[src/rtl/matrix_pkg.sv]
// ============================================================================
// Module      : matrix_pkg
// Description : Shared defaults, loader state encoding and width helpers for
//               the matrix loader and its register banks.
// Revision    : 1.0  initial release
// ============================================================================
`default_nettype none

package matrix_pkg;

    localparam int c_DEF_DATA_W = 8;
    localparam int c_DEF_N      = 4;

    typedef enum logic [1:0] {
        LOAD_A = 2'd0,
        LOAD_B = 2'd1,
        FULL   = 2'd2
    } loaderState_t;

    // Element counter must hold 2*N*N without wrapping.
    function automatic int countWidth(input int n);
        return $clog2(2 * n * n) + 1;
    endfunction

    function automatic int idxWidth(input int n);
        return (n > 1) ? $clog2(n) : 1;
    endfunction

endpackage

`default_nettype wire

[src/rtl/matrix_reg_bank.sv]
// ============================================================================
// Module      : matrix_reg_bank
// Description : N x N element register array written one cell at a time by
//               row/col index; all cells cleared by asynchronous reset.
// Revision    : 1.0  initial release
// ============================================================================
`default_nettype none

module matrix_reg_bank
    import matrix_pkg::*;
#(
    parameter int DATA_W = c_DEF_DATA_W,
    parameter int N      = c_DEF_N,
    parameter int IDX_W  = idxWidth(N)
) (
    input  logic              clk,
    input  logic              rst,
    input  logic              we,
    input  logic [IDX_W-1:0]  row,
    input  logic [IDX_W-1:0]  col,
    input  logic [DATA_W-1:0] wdata,
    output logic [DATA_W-1:0] mat [0:N-1][0:N-1]
);

    for (genvar r = 0; r < N; r++) begin : g_row
        for (genvar c = 0; c < N; c++) begin : g_col
            logic [DATA_W-1:0] r_cell;

            always_ff @(posedge clk or posedge rst) begin
                if (rst) begin
                    r_cell <= '0;
                end else if (we && (row == IDX_W'(r)) && (col == IDX_W'(c))) begin
                    r_cell <= wdata;
                end
            end

            assign mat[r][c] = r_cell;
        end
    end

endmodule

`default_nettype wire

[src/rtl/matrix_loader.sv]
// ============================================================================
// Module      : matrix_loader
// Description : Streams 2*N*N elements into matrices A then B (row-major) and
//               holds them for a downstream multiplier until acknowledged.
//               Define MATRIX_LOADER_COLMAJOR_B_EN to load B column-major.
// Revision    : 1.0  initial release
// ============================================================================
`default_nettype none

module matrix_loader
    import matrix_pkg::*;
#(
    parameter int DATA_W = c_DEF_DATA_W,
    parameter int N      = c_DEF_N
) (
    input  logic                        clk,
    input  logic                        rst,
    input  logic                        in_valid,
    output logic                        in_ready,
    input  logic [DATA_W-1:0]           in_data,
    input  logic                        flush,
    output logic [DATA_W-1:0]           mat_a [0:N-1][0:N-1],
    output logic [DATA_W-1:0]           mat_b [0:N-1][0:N-1],
    output logic                        mats_valid,
    input  logic                        mats_ack,
    output logic [countWidth(N)-1:0]    elem_count
);

    localparam int c_CNT_W = countWidth(N);
    localparam int c_IDX_W = idxWidth(N);
    localparam logic [c_CNT_W-1:0] c_LAST_A = c_CNT_W'(N * N - 1);
    localparam logic [c_CNT_W-1:0] c_LAST_B = c_CNT_W'(2 * N * N - 1);
    localparam logic [c_IDX_W-1:0] c_IDX_MAX = c_IDX_W'(N - 1);

    loaderState_t         r_state;
    loaderState_t         w_nextState;
    logic [c_CNT_W-1:0]   r_elemCount;
    logic [c_IDX_W-1:0]   r_row;
    logic [c_IDX_W-1:0]   r_col;
    logic                 w_transfer;
    logic                 w_restart;
    logic                 w_weA;
    logic                 w_weB;
    logic [c_IDX_W-1:0]   w_rowB;
    logic [c_IDX_W-1:0]   w_colB;

    // A flushed beat is never accepted, so it can neither be written nor counted.
    assign w_transfer = in_valid && in_ready && !flush;
    assign w_restart  = flush || ((r_state == FULL) && mats_ack);
    assign w_weA      = w_transfer && (r_state == LOAD_A);
    assign w_weB      = w_transfer && (r_state == LOAD_B);

    always_ff @(posedge clk or posedge rst) begin
        if (rst) begin
            r_state <= LOAD_A;
        end else begin
            r_state <= w_nextState;
        end
    end

    always_comb begin
        w_nextState = r_state;
        if (flush) begin
            w_nextState = LOAD_A;
        end else begin
            case (r_state)
                LOAD_A:  if (w_transfer && (r_elemCount == c_LAST_A)) w_nextState = LOAD_B;
                LOAD_B:  if (w_transfer && (r_elemCount == c_LAST_B)) w_nextState = FULL;
                FULL:    if (mats_ack) w_nextState = LOAD_A;
                default: w_nextState = LOAD_A;
            endcase
        end
    end

    // Handshake outputs depend on state alone, keeping in_valid off any comb path.
    always_comb begin
        in_ready   = 1'b1;
        mats_valid = 1'b0;
        if (r_state == FULL) begin
            in_ready   = 1'b0;
            mats_valid = 1'b1;
        end
    end

    // Row/col walk each matrix in row-major order and wrap at the A/B boundary.
    always_ff @(posedge clk or posedge rst) begin
        if (rst) begin
            r_elemCount <= '0;
            r_row       <= '0;
            r_col       <= '0;
        end else if (w_restart) begin
            r_elemCount <= '0;
            r_row       <= '0;
            r_col       <= '0;
        end else if (w_transfer) begin
            r_elemCount <= r_elemCount + c_CNT_W'(1);
            if (r_col == c_IDX_MAX) begin
                r_col <= '0;
                r_row <= (r_row == c_IDX_MAX) ? '0 : r_row + c_IDX_W'(1);
            end else begin
                r_col <= r_col + c_IDX_W'(1);
            end
        end
    end

    assign elem_count = r_elemCount;

`ifdef MATRIX_LOADER_COLMAJOR_B_EN
    assign w_rowB = r_col;
    assign w_colB = r_row;
`else
    assign w_rowB = r_row;
    assign w_colB = r_col;
`endif

    matrix_reg_bank #(
        .DATA_W (DATA_W),
        .N      (N),
        .IDX_W  (c_IDX_W)
    ) u_bankA (
        .clk   (clk),
        .rst   (rst),
        .we    (w_weA),
        .row   (r_row),
        .col   (r_col),
        .wdata (in_data),
        .mat   (mat_a)
    );

    matrix_reg_bank #(
        .DATA_W (DATA_W),
        .N      (N),
        .IDX_W  (c_IDX_W)
    ) u_bankB (
        .clk   (clk),
        .rst   (rst),
        .we    (w_weB),
        .row   (w_rowB),
        .col   (w_colB),
        .wdata (in_data),
        .mat   (mat_b)
    );

endmodule

`default_nettype wire

[config.mk]
export PLATFORM = sky130hd
export DESIGN_NAME = matrix_loader
export DESIGN_NICKNAME = d
export VERILOG_FILES = /design/src/rtl/matrix_pkg.sv /design/src/rtl/matrix_reg_bank.sv /design/src/rtl/matrix_loader.sv
export SDC_FILE = /design/constraint.sdc
export NUM_CORES = 1
export LEC_CHECK = 0
export BUFFER_PORTS_ARGS = -buffer_cell sky130_fd_sc_hd__buf_2
export CORE_MARGIN = 3
export CORE_UTILIZATION = 53
export CTS_CLUSTER_DIAMETER = 50
export DETAILED_ROUTE_END_ITERATION = 8
export HOLD_SLACK_MARGIN = 0.15
export PLACE_DENSITY = 0.85
export RECOVER_POWER = 25
export SLEW_MARGIN = 25
export SYNTH_ARGS = -nofsm -noshare
export SYNTH_HDL_FRONTEND = slang
export SYNTH_SLANG_ARGS = --single-unit
[constraint.sdc]
create_clock -name clk -period 9.4 [get_ports clk]
set_input_delay 0.94 -clock clk [delete_from_list [all_inputs] [get_ports clk]]
set_output_delay 0.94 -clock clk [all_outputs]
set_load 0.05 [all_outputs]
==> impl_results.md <==
- Status: complete, but fails checks
- Failing checks: capacitance limit, slew limit
- # H-tree levels: 1
- Worst slew pin tran: 4.58 ns
- MaxCap Viol Count: 1
- Avg Cell Area, Syn: about 16 um2
- Overall Power: between 2000 and 3000 uW
- Worst EP arrival: roughly 4.5 ns
- Max_slew headroom: -207%
- Clk_lat worst skew: 0.52 ns
- Worst hold-check path type: reg2reg
- R2R Setup Slk: between 6 and 7 ns
- Count of final setup violators: 0
- Setup TNS: 0 ns
- Setup Buffers After CTS: 0
- P&R area growth vs syn: 24.3%
- Clk_skew: around 0.0070 ns
- Clk sink count: between 200 and 300
- Final WL: 27200 um
- RSZ-0062 raised after global routing: false
- TritonRoute pass-1 iters: 4
- First-pass GRT wire length: ~42000 um
- Max-slew violations: between 100 and 150
- Die width: ~150 um
- Hold_sp: u_bankB.g_row[0].g_col[2].r_cell[6]
- WS Path Type: in2async
- Row Count: 51
- CTS tree: built
- Antenna Nets Post-Route: 0
- Crit Reg-Reg Startpoint: r_row[0]
- Top_reg_cell synth: dfrtp_1
- Total number of vias: 6746
- Post-synth EDFFs: 0
- YS warnings: 0
- Cell area power density: 203 nW/um2
- Maximum fanout along the worst path: about 110
- Vias in the first global route: 6981
- WL/cell: 22.1 um
- Asr flop ratio synth: between 90% and 100%
- Fin nets: between 900 and 1000
- Multi-input logic area: approximately 3700 um2
- Share of layout cells above drive strength 1: about three fifths
- Post-Syn Area: 10600 um2
- Count of cell types in the netlist: 38
- Buffers on Ports: around 280
- DR iter-0 viols: 307
- Tcrit/Tclk final: between 40% and 50%
- Largest buffer count on any clock path: 3
- FF-to-FF path depth: 5
- Utilization after layout: roughly two thirds
- Sequential cell area: approximately 6700 um2
- Die area: ~22000 um2
- Worst setup EP type: asynchronous set/reset pin
- Total global-route track usage: 24.8%
- Clk root buf: clkbuf_16
- Static Leak: 0.00738 uW
- HPWL Detailed: 17500 um
- Initial antenna violation count: 0
- N_diodes: 0
- Worst hold margin: between 0.4 and 0.5 ns
- CTS buffer count: 29
- Boundary Pins: between 200 and 300
- Cts hold-fix bufs: 0
- Synth Instances: around 680
- Max frequency: 0.258 GHz
- Gpl congestion: approximately 0.82
- Req. time, crit path: 9.97 ns
- Clock slew at reported path FFs: 0.06 ns
- FF+latch count, synth: around 270
- Final hold viol count: 0
- Via-to-Cell Ratio: between 5 and 6
- Filler cell count: between 1000 and 1500
- Synth Net Count: roughly 700
- Post-CTS Resized: 0
- Sequential cell area fraction in the yosys report: 63.3%
- Residual DRC: 0
- Worst vdd ir: ~130 uV
- Die Y: around 150 um
- Starting density of the core: between 50 and 60%
- Reg2reg end: u_bankA.g_row[0].g_col[1].r_cell[5]
- GR Overflow Total: 0
- Core footprint: slightly below 20000 um2
- Final Critical Period: roughly 3.9 ns
- Cell depth of the worst min-delay path: 1
- Largest net degree at the start of global routing: between 100 and 150
- Endpoint, Worst Hold: u_bankB.g_row[0].g_col[2].r_cell[6]
- Crit start category: input port
worst max path at each step:
stage                          start                             endpoint  depth (start not counted)
after floorplan                  rst                        elem_count[0]                          1
after global placement         flush  u_bankA.g_row[0].g_col[1].r_cell[7]                          4
after detailed placement       flush  u_bankA.g_row[0].g_col[2].r_cell[3]                          4
after CTS                 r_state[1]                             in_ready                          3
after global routing             rst                             r_row[0]                          3
final                            rst  u_bankA.g_row[1].g_col[3].r_cell[5]                          3
area by class of cell:
| type | instances | share of cell area, % |
|---|---|---|
| inverters | 10 | 0.295 |
| clock inverters | 15 | 1.30 |
| repair buffers | 278 | 10.7 |
| multi-input cells | 359 | 28.0 |
| flip-flops and latches | 268 | 51.0 |
| clock buffers | 38 | 6.30 |
| well taps | 265 | 2.52 |
metal layers:
layer	global-route usage (%)	vias to the layer above	share of wire (%)
met5	0	-	0
met4	5.92	0	2.2
met3	5.55	43	6.8
met2	41.2	244	49
met1	33.7	3501	42
li1	-	2958	-
flip-flops by register name, summed over array words and instances, names as in the netlist:
name,flops
u_bankB.g_row.g_col.r_cell,128
r_state,2
elem_count,6
r_col,2
r_row,2
u_bankA.g_row.g_col.r_cell,128
cell usage after synthesis (2+ instances only):
library cell  instances  area (um2)
nand4b_1              7        61.3
inv_1                10        37.5
nand4_2               3        37.5
ha_1                  9         113
buf_2                 5        25.0
mux2_1                6        67.6
a21oi_1               9        45.0
mux2i_1               2        20.0
dfrtp_1             268        6710
mux2_2              242        2730
o21ai_0               4        20.0
nand2b_1              3        18.8
nor4b_2               2        30.0
buf_4                 2        15.0
nor2_2                6        37.5
or4_1                 4        30.0
or3_1                 2        12.5
clkbuf_1             33         124
o31ai_1               5        37.5
mux2_4                8         120
and4bb_1              2        25.0
nor2_4                6        67.6
nand4_1               2        12.5
and2_1                4        25.0
nand3_1               3        15.0
nand2_1              17        63.8
nor2_1                2        7.51
report_power, final:
| part | internal [uW] | switching, uW |
|---|---|---|
| sequential | 1190 | 21.1 |
| combinational | 61.7 | 233 |
| clock | 706 | 463 |
| total | 1960 | 717 |
stage by stage:
stage / area (um2) / cells / setup WS [ns]
floorplan: 10600 / 677 / 1.08
global placement: 12200 / 1180 / 6.46
detailed placement: 12200 / 1180 / 6.39
CTS: 13200 / 1233 / 5.90
global route: 13200 / 1233 / 4.94
finish: 13200 / 1233 / 5.52
critical path, cell delays in order:
cell        delay (ns)
buf_2             0.10
clkinvlp_2        2.53
buf_6             0.78
cells by family after synthesis:
kind of cell,count (synthesis),synth area share [%]
buffers and inverters,50,1.90
DFF,268,63.3
adders and majority gates,9,1.06
muxes,258,27.7
and+or+nand+nor,70,4.71
AOI/OAI and AO/OA,22,1.29
layout by cell type (no fill, tap or decap), types with 7 or more instances in the layout:
master	instances
ha_1	9
nand2_1	17
clkbuf_8	7
mux2_4	8
nand4b_1	7
a21oi_1	9
inv_1	9
clkbuf_16	29
buf_2	276
clkinv_2	7
mux2_2	242
dfrtp_1	268
Power figures use the tool's default switching activity.
